==> src/rtl/prog_lut_sweep_if.sv <==
// Bus bundle for prog_lut_sweep: lookup, table-write and sweep-stream signals.
// The master drives lookup/write/start; the slave (the LUT block) drives results.
interface prog_lut_sweep_if #(
    parameter int unsigned N_IN = 4
);
    logic [N_IN-1:0] in_vec;
    logic            f;
    logic            wr_en;
    logic [N_IN-1:0] wr_addr;
    logic            wr_data;
    logic            start;
    logic            busy;
    logic            sweep_valid;
    logic [N_IN-1:0] sweep_idx;
    logic            sweep_f;
    logic            done;
    logic [N_IN:0]   ones_count;

    modport master (
        output in_vec, wr_en, wr_addr, wr_data, start,
        input  f, busy, sweep_valid, sweep_idx, sweep_f, done, ones_count
    );

    modport slave (
        input  in_vec, wr_en, wr_addr, wr_data, start,
        output f, busy, sweep_valid, sweep_idx, sweep_f, done, ones_count
    );
endinterface

==> src/rtl/prog_lut_sweep.sv <==
// Programmable N-input LUT with registered lookup and an exhaustive sweep engine
// that streams every (index, f) pair and counts the minterms where f=1.
module prog_lut_sweep #(
    parameter int unsigned N_IN       = 4,
    parameter              TABLE_INIT = 16'hCAFA
) (
    input  logic            clk,
    input  logic            rst,
    prog_lut_sweep_if.slave bus
);
    localparam int unsigned   DEPTH    = 1 << N_IN;
    localparam int unsigned   CW       = N_IN + 1;
    localparam logic [DEPTH-1:0] INIT_TBL = DEPTH'(TABLE_INIT);
    localparam logic [N_IN-1:0]  LAST_IDX = N_IN'(DEPTH - 1);

    typedef enum logic [1:0] {
        ST_IDLE = 2'd0,
        ST_RUN  = 2'd1,
        ST_DONE = 2'd2
    } state_t;

    state_t           state;
    logic [DEPTH-1:0] tbl;
    logic             f_q;
    logic             busy_q;
    logic             valid_q;
    logic [N_IN-1:0]  idx;
    logic             done_q;
    logic [CW-1:0]    ones_q;

    // Table, lookup register and sweep FSM; the table only accepts writes in IDLE.
    always_ff @(posedge clk) begin
        if (rst) begin
            tbl     <= INIT_TBL;
            f_q     <= 1'b0;
            state   <= ST_IDLE;
            busy_q  <= 1'b0;
            valid_q <= 1'b0;
            idx     <= '0;
            done_q  <= 1'b0;
            ones_q  <= '0;
        end else begin
            f_q    <= tbl[bus.in_vec];
            done_q <= 1'b0;
            unique case (state)
                ST_IDLE: begin
                    if (bus.wr_en) begin
                        tbl[bus.wr_addr] <= bus.wr_data;
                    end
                    if (bus.start) begin
                        state   <= ST_RUN;
                        idx     <= '0;
                        ones_q  <= '0;
                        busy_q  <= 1'b1;
                        valid_q <= 1'b1;
                    end
                end
                ST_RUN: begin
                    ones_q <= ones_q + CW'(tbl[idx]);
                    if (idx == LAST_IDX) begin
                        state   <= ST_DONE;
                        busy_q  <= 1'b0;
                        valid_q <= 1'b0;
                        done_q  <= 1'b1;
                    end else begin
                        idx <= idx + N_IN'(1);
                    end
                end
                ST_DONE: begin
                    state <= ST_IDLE;
                end
                default: begin
                    state <= ST_IDLE;
                end
            endcase
        end
    end

    // sweep_f is a decode of the table and index registers, so it tracks writes in IDLE.
    assign bus.f           = f_q;
    assign bus.busy        = busy_q;
    assign bus.sweep_valid = valid_q;
    assign bus.sweep_idx   = idx;
    assign bus.sweep_f     = tbl[idx];
    assign bus.done        = done_q;
    assign bus.ones_count  = ones_q;
endmodule

==> src/flat_wrapper.sv <==
// flat-port wrapper written by rule: the top's interface ports become plain ports
module prog_lut_sweep_flat 
#(
    parameter int unsigned N_IN       = 4,
    parameter              TABLE_INIT = 16'hCAFA
)
  (clk, rst, bus_in_vec, bus_wr_en, bus_wr_addr, bus_wr_data, bus_start, bus_f, bus_busy, bus_sweep_valid, bus_sweep_idx, bus_sweep_f, bus_done, bus_ones_count);
  prog_lut_sweep_if #(.N_IN(N_IN)) bus_i ();
  input  logic clk;
  input  logic rst;
  input wire logic [$bits(bus_i.in_vec)-1:0] bus_in_vec;
  input wire logic [$bits(bus_i.wr_en)-1:0] bus_wr_en;
  input wire logic [$bits(bus_i.wr_addr)-1:0] bus_wr_addr;
  input wire logic [$bits(bus_i.wr_data)-1:0] bus_wr_data;
  input wire logic [$bits(bus_i.start)-1:0] bus_start;
  output wire logic [$bits(bus_i.f)-1:0] bus_f;
  output wire logic [$bits(bus_i.busy)-1:0] bus_busy;
  output wire logic [$bits(bus_i.sweep_valid)-1:0] bus_sweep_valid;
  output wire logic [$bits(bus_i.sweep_idx)-1:0] bus_sweep_idx;
  output wire logic [$bits(bus_i.sweep_f)-1:0] bus_sweep_f;
  output wire logic [$bits(bus_i.done)-1:0] bus_done;
  output wire logic [$bits(bus_i.ones_count)-1:0] bus_ones_count;
  assign bus_i.in_vec = bus_in_vec;
  assign bus_i.wr_en = bus_wr_en;
  assign bus_i.wr_addr = bus_wr_addr;
  assign bus_i.wr_data = bus_wr_data;
  assign bus_i.start = bus_start;
  assign bus_f = bus_i.f;
  assign bus_busy = bus_i.busy;
  assign bus_sweep_valid = bus_i.sweep_valid;
  assign bus_sweep_idx = bus_i.sweep_idx;
  assign bus_sweep_f = bus_i.sweep_f;
  assign bus_done = bus_i.done;
  assign bus_ones_count = bus_i.ones_count;
  prog_lut_sweep #(.N_IN(N_IN), .TABLE_INIT(TABLE_INIT)) u_core (.clk(clk), .rst(rst), .bus(bus_i));
endmodule
==> config.mk <==
export PLATFORM = sky130hd
export DESIGN_NAME = prog_lut_sweep_flat
export DESIGN_NICKNAME = d
export VERILOG_FILES = /design/src/rtl/prog_lut_sweep_if.sv /design/src/rtl/prog_lut_sweep.sv /design/src/flat_wrapper.sv
export SDC_FILE = /design/constraint.sdc
export NUM_CORES = 1
export LEC_CHECK = 0
export CAP_MARGIN = 40
export CORE_ASPECT_RATIO = 1.25
export CORE_MARGIN = 2
export CORE_UTILIZATION = 25
export DETAILED_ROUTE_END_ITERATION = 6
export GPL_TIMING_DRIVEN = 0
export MAX_ROUTING_LAYER = met4
export RECOVER_POWER = 50
export REMOVE_ABC_BUFFERS = 1
export SYNTH_ARGS = -nofsm -noshare
export SYNTH_HDL_FRONTEND = slang
export SYNTH_SLANG_ARGS = --single-unit
==> constraint.sdc <==
create_clock -name clk -period 3.2 [get_ports clk]
set_input_delay 0.64 -clock clk [delete_from_list [all_inputs] [get_ports clk]]
set_output_delay 0.64 -clock clk [all_outputs]
set_load 0.02 [all_outputs]
Yosys cells after proc, flatten, opt, wreduce, memory -nomap -nowiden
Index checks and enable logic that the tools add are counted.
{ "word_totals": {"word_cells": 47, "inputBits": 13, "out_inout_bits": 14, "ff_bits": 30} }
{ "classes": {"order_cmp": 4, "n_reduce_logical": 9, "bitwise": 1, "add_sub_neg": 2, "muxes": 19, "n_eq_ne": 5} }
{ "ops": {"columns": ["op", "n"], "rows": [
  ["$bwmux W16", 1],
  ["$lt A4 B5 Y1 const B", 3],
  ["$pmux W5 S2", 1],
  ["$bmux W1 S4", 2],
  ["$mux W4", 2],
  ["$pmux W4 S2", 1],
  ["$mux W1", 6],
  ["$reduce_and A2 Y1", 3],
  ["$reduce_and A3 Y1", 2],
  ["$add A5 B1 Y5", 1],
  ["$mux W5", 1],
  ["$add A4 B1 Y4 const B", 1],
  ["$demux W1 S4", 1],
  ["$eq A4 B4 Y1 const B", 1],
  ["$ge A4 B1 Y1 const B", 1],
  ["$mux W2", 2],
  ["$ne A2 B2 Y1 const B", 2],
  ["$pmux W2 S2", 1],
  ["$eq A2 B1 Y1 const B", 1],
  ["$logic_not A2 Y1", 1],
  ["$ne A2 B1 Y1 const B", 1],
  ["$pmux W1 S2", 1],
  ["$reduce_bool A2 Y1", 1],
  ["$reduce_or A2 Y1", 1],
  ["2 further kinds", 2]
]} }

Longest topological paths before layout
{ "logic_depth": {"ltp_word": 5, "depth_mapped": 10, "ltp_nobuf": 9} }

Least setup slack after synthesis
No wires, ideal clock.
{ "synth_path": {"path_kind": "register to register", "startpoint": "register u_core.idx[0], in the netlist u_core.bus.sweep_idx[0]", "endpoint": "register u_core.ones_q[2], in the netlist u_core.bus.ones_count[2]", "setup_slack_ns": 0.490, "required_ns": 3.072, "arrival_time_ns": 2.583, "synth_period_minus_slack_ns": 2.710, "n_path_buf": 1, "setup_ns": 0.128, "path_stages_with_launch": 11, "cell_sequence": "dfxtp_1 > buf_2 > mux4_2 > nor2b_1 > a211oi_1 > a21oi_1 > ha_1 > ha_1 > mux2_2 > a22oi_1 > nor2_1"} }
{ "synth_between": {"elab_chain_cells": 4} }
{ "synth_rtl": {"columns": ["element", "line_no", "text"], "rows": [
  ["start: declaration", "prog_lut_sweep.sv:27", "logic [N_IN-1:0] idx;"],
  ["start signal: assignment", "prog_lut_sweep.sv:66", "idx <= idx + N_IN'(1);"],
  ["$bmux W1 S4", null, null],
  ["$mux W1", null, null],
  ["net bus_sweep_f", "flat_wrapper.sv:20", "output wire logic [$bits(bus_i.sweep_f)-1:0] bus_sweep_f;"],
  ["$add A5 B1 Y5", "prog_lut_sweep.sv:59", "ones_q <= ones_q + CW'(tbl[idx]);"],
  ["$pmux W5 S2", "prog_lut_sweep.sv:45", "unique case (state)"],
  ["end signal: assignment", "prog_lut_sweep.sv:59", null],
  ["end: declaration", "prog_lut_sweep.sv:29", "logic [CW-1:0] ones_q;"]
]} }
The timed path passes the listed nets, and every way through them passes these cells. The select of a mux whose other input is x is not followed.
A chain may end at the register's enable or synchronous reset.

Worst setup path after layout
{ "layout_path": {"startpoint": "register u_core.idx[0], in the netlist u_core.bus.sweep_idx[0]", "endpoint": "output port bus_sweep_f"} }
{ "layout_between": {"elab_chain_cells": 2} }
{ "layout_rtl": {"columns": ["element", "line_no", "text"], "rows": [
  ["$bmux W1 S4", "prog_lut_sweep.sv:84", "assign bus.sweep_f = tbl[idx];"],
  ["$mux W1 (implied by the code)", "prog_lut_sweep.sv:84", null],
  ["end: declaration", "flat_wrapper.sv:20", null]
]} }
No other way between the ends. The select of a mux whose other input is x is not followed.

==> impl_metrics.tcl <==
set metrics [dict create \
    outcome "finished, final reports clean" \
    endpoint_kind "primary output" \
    cp_cell_sequence "mux4_2, nor2b_1, a211oi_1, a21oi_1, clkdlybuf4s50_1" \
    max_freq_mhz 344 \
    synth_ff_type "dfxtp_1" \
    drv_cap 0 \
    r2r_cells 9 \
    p_per_area_nw_per_um2 399 \
    dieArea_um2 6880 \
    die_w_um 74.6 \
    routed_wl_um 3540 \
    hold_violations 0 \
    avgSynthCellArea_um2 9.56 \
    dr.first_iter.drc_count 58 \
    gr-total-overflow 0 \
    hpwl_um 2630 \
    period_minus_slack_ns 2.90 \
    worstSetupPathType "reg2out" \
    synth.cell_area_um2 1560 \
    ys_async_sr_fraction_pct 0 \
    cts_buffers 5 \
    diodes 0 \
    wl_per_cell_um 13.2 \
    arrival_ns 2.26 \
    critPathSlowestCell "clkdlybuf4s50_1" \
    place_area_um2 1870 \
    finClkSkew_ns 0.00313 \
    cts_tree "done" \
    die_h_um 92.3 \
    rrSetupSlack_ns 0.71 \
    r2r_start "u_core.bus.sweep_idx[0]$_SDFFE_PP0P_" \
    setup_viol 0 \
    endpoint "bus_sweep_f" \
    synth_edf_count 0 \
    preCtsSetupSlack_ns 0.404 \
    drc 0 \
    rsz0062_at_grt "false" \
    startpoint "u_core.bus.sweep_idx[0]$_SDFFE_PP0P_" \
    ant_nets 0 \
    htreeDepth 2 \
    clock-root-buffer "clkbuf_8" \
    routed_via_density 5.02 \
    areaGrowthSynthToFinish_pct 24.3 \
    grt_pass1_wl_um 5870 \
    cts_sinks 30 \
    cp.required_ns 2.56 \
    fin_util_pct 31.8 \
    timing.setup.tns_ns 0 \
    start_kind "flop" \
    io_buffers 26 \
    critical_path.max_fanout 9 \
    initial_core_util_pct 25.6 \
    yosysWarnings 0 \
    synth.distinct_cells 41 \
    cts_hold_buf 0 \
    post-route-period-util_pct 90.8 \
    final_max_slew_viol_count 0 \
    timing.rr.end "u_core.bus.ones_count[2]$_SDFFE_PP0P_" \
    place_congestion 0.765 \
    syn_inst 163 \
    hold_class "reg2reg" \
    relSlewSlack_pct 29.3 \
    clkTransAtPathRegs_ns 0.06 \
    worst_pin_slew_ns 1.06 \
    clkLatencyLatePin_ns 0.28 \
    nets 199 \
    layout_commonest_cell "dfxtp_1" \
    max-vdd-ir-drop_v 0.000146 \
    final_cell_mix "29 x dfxtp_1, 18 x nor2_1, 14 x clkdlybuf4s50_1, 12 x dlygate4sd3_1, 11 x a21oi_1" \
    ys_ff_latch 30 \
    drive_gt1_share_pct 11.5 \
    dr.pass1.iters 4 \
    finish.instance_area_um2 1940 \
    coreArea_um2 6090 \
    grt_pass1_vias 1174 \
    grt_max_degree 25 \
    yosysSeqAreaShare_pct 38.6 \
    io_pins 27 \
    grtUsageTotal_pct 11.4 \
    max_stage_delay_ns 0.55 \
    num_vias 1345 \
    leakage_uw 0.000673 \
    clock_path_buffers 2 \
    rows 32 \
    min_from "u_core.bus.busy$_SDFFE_PP0P_" \
    antenna_found_initial 0 \
    timing.final.ws_setup_ns 0.296 \
]
==> power by group <==
part	switching, uW	internal, uW	total (uW)
Clock	138	146	284
Combinational	54.9	44.6	99.6
Sequential	8.27	380	389
Total	202	571	772
==> synthesized netlist by cell type (all sizes together), types with 4 or more instances <==
cell / number / area, um2
dfxtp: 30 / 601
nor2: 19 / 78.8
a21oi: 11 / 55.1
a211oi: 9 / 67.6
a31oi: 8 / 50.1
buf: 8 / 45.0
mux2i: 8 / 80.1
nand2: 7 / 26.3
nand3: 7 / 35.0
clkbuf: 6 / 22.5
mux4: 6 / 135
nor2b: 4 / 25.0
==> what timing repair did <==
action	in CTS	in global routing
setup endpoints to repair	0	1
resized for setup	0	1
setup buffers	0	0
==> how the worst min path moves through the flow <==
| stage | depth (start not counted) | endpoint | slack, ns |
|---|---|---|---|
| floorplan | 2 | u_core.tbl[8]$_SDFFE_PP0P_ | 0.45 |
| global placement | 2 | u_core.bus.busy$_SDFFE_PP0P_ | 0.46 |
| detailed placement | 2 | u_core.bus.busy$_SDFFE_PP0P_ | 0.46 |
| CTS | 2 | u_core.bus.busy$_SDFFE_PP0P_ | 0.47 |
| global route | 2 | u_core.bus.ones_count[4]$_SDFFE_PP0P_ | 0.52 |
| finish | 2 | u_core.bus.busy$_SDFFE_PP0P_ | 0.46 |
==> worst max-delay path: cells and delay by family, from the launching register on <==
kind,cells,cell delay [ns]
AOI/OAI and AO/OA,2,0.33
and+or+nand+nor,1,0.14
DFF,1,0.46
buffers and inverters,1,0.55
muxes,1,0.51
==> sequential cells by signal, summed over array words and instances, names as in the netlist <==
name	flops
u_core.bus.done	1
u_core.bus.sweep_idx	4
u_core.bus.f	1
u_core.bus.busy	1
u_core.tbl	16
u_core.state	2
u_core.bus.ones_count	5
==> layout make-up <==
class	instances	area, um2
Fill cell	656	4150
Multi-Input combinational cell	116	873
Sequential cell	30	602
Timing Repair Buffer	27	264
Tap cell	85	106
Clock buffer	5	68.8
Inverter	3	11.3
Clock inverter	2	10.0
==> cells by family (layout without fill, tap and decap cells) <==
| group | Yosys count | after routing | synth area share (%) |
|---|---|---|---|
| simple gates | 53 | 53 | 19.3 |
| buf+inv | 17 | 37 | 5.06 |
| mux | 16 | 16 | 15.3 |
| fa+ha+maj | 3 | 3 | 2.41 |
| flops | 30 | 30 | 38.6 |
| xor+xnor | 1 | 1 | 0.562 |
| compound gates | 43 | 43 | 18.9 |
==> stage by stage <==
stage | cells | hold WS (ns) | total power (uW)
2_1_floorplan | 149 | 0.449 | 446
3_3_place_gp | 260 | 0.455 | 498
3_5_place_dp | 261 | 0.462 | 501
4_1_cts | 268 | 0.472 | 790
5_1_grt | 268 | 0.516 | 807
6_report | 268 | 0.464 | 772
==> layer usage <==
layer	vias up	routed length (um)	global-route usage (%)
met1	652	1570	13.5
li1	655	-	-
met4	0	17	2.68
met2	34	1810	18.9
met3	4	147	3.30
met5	-	0	-
Note: power is estimated with default switching activity, not from simulation.
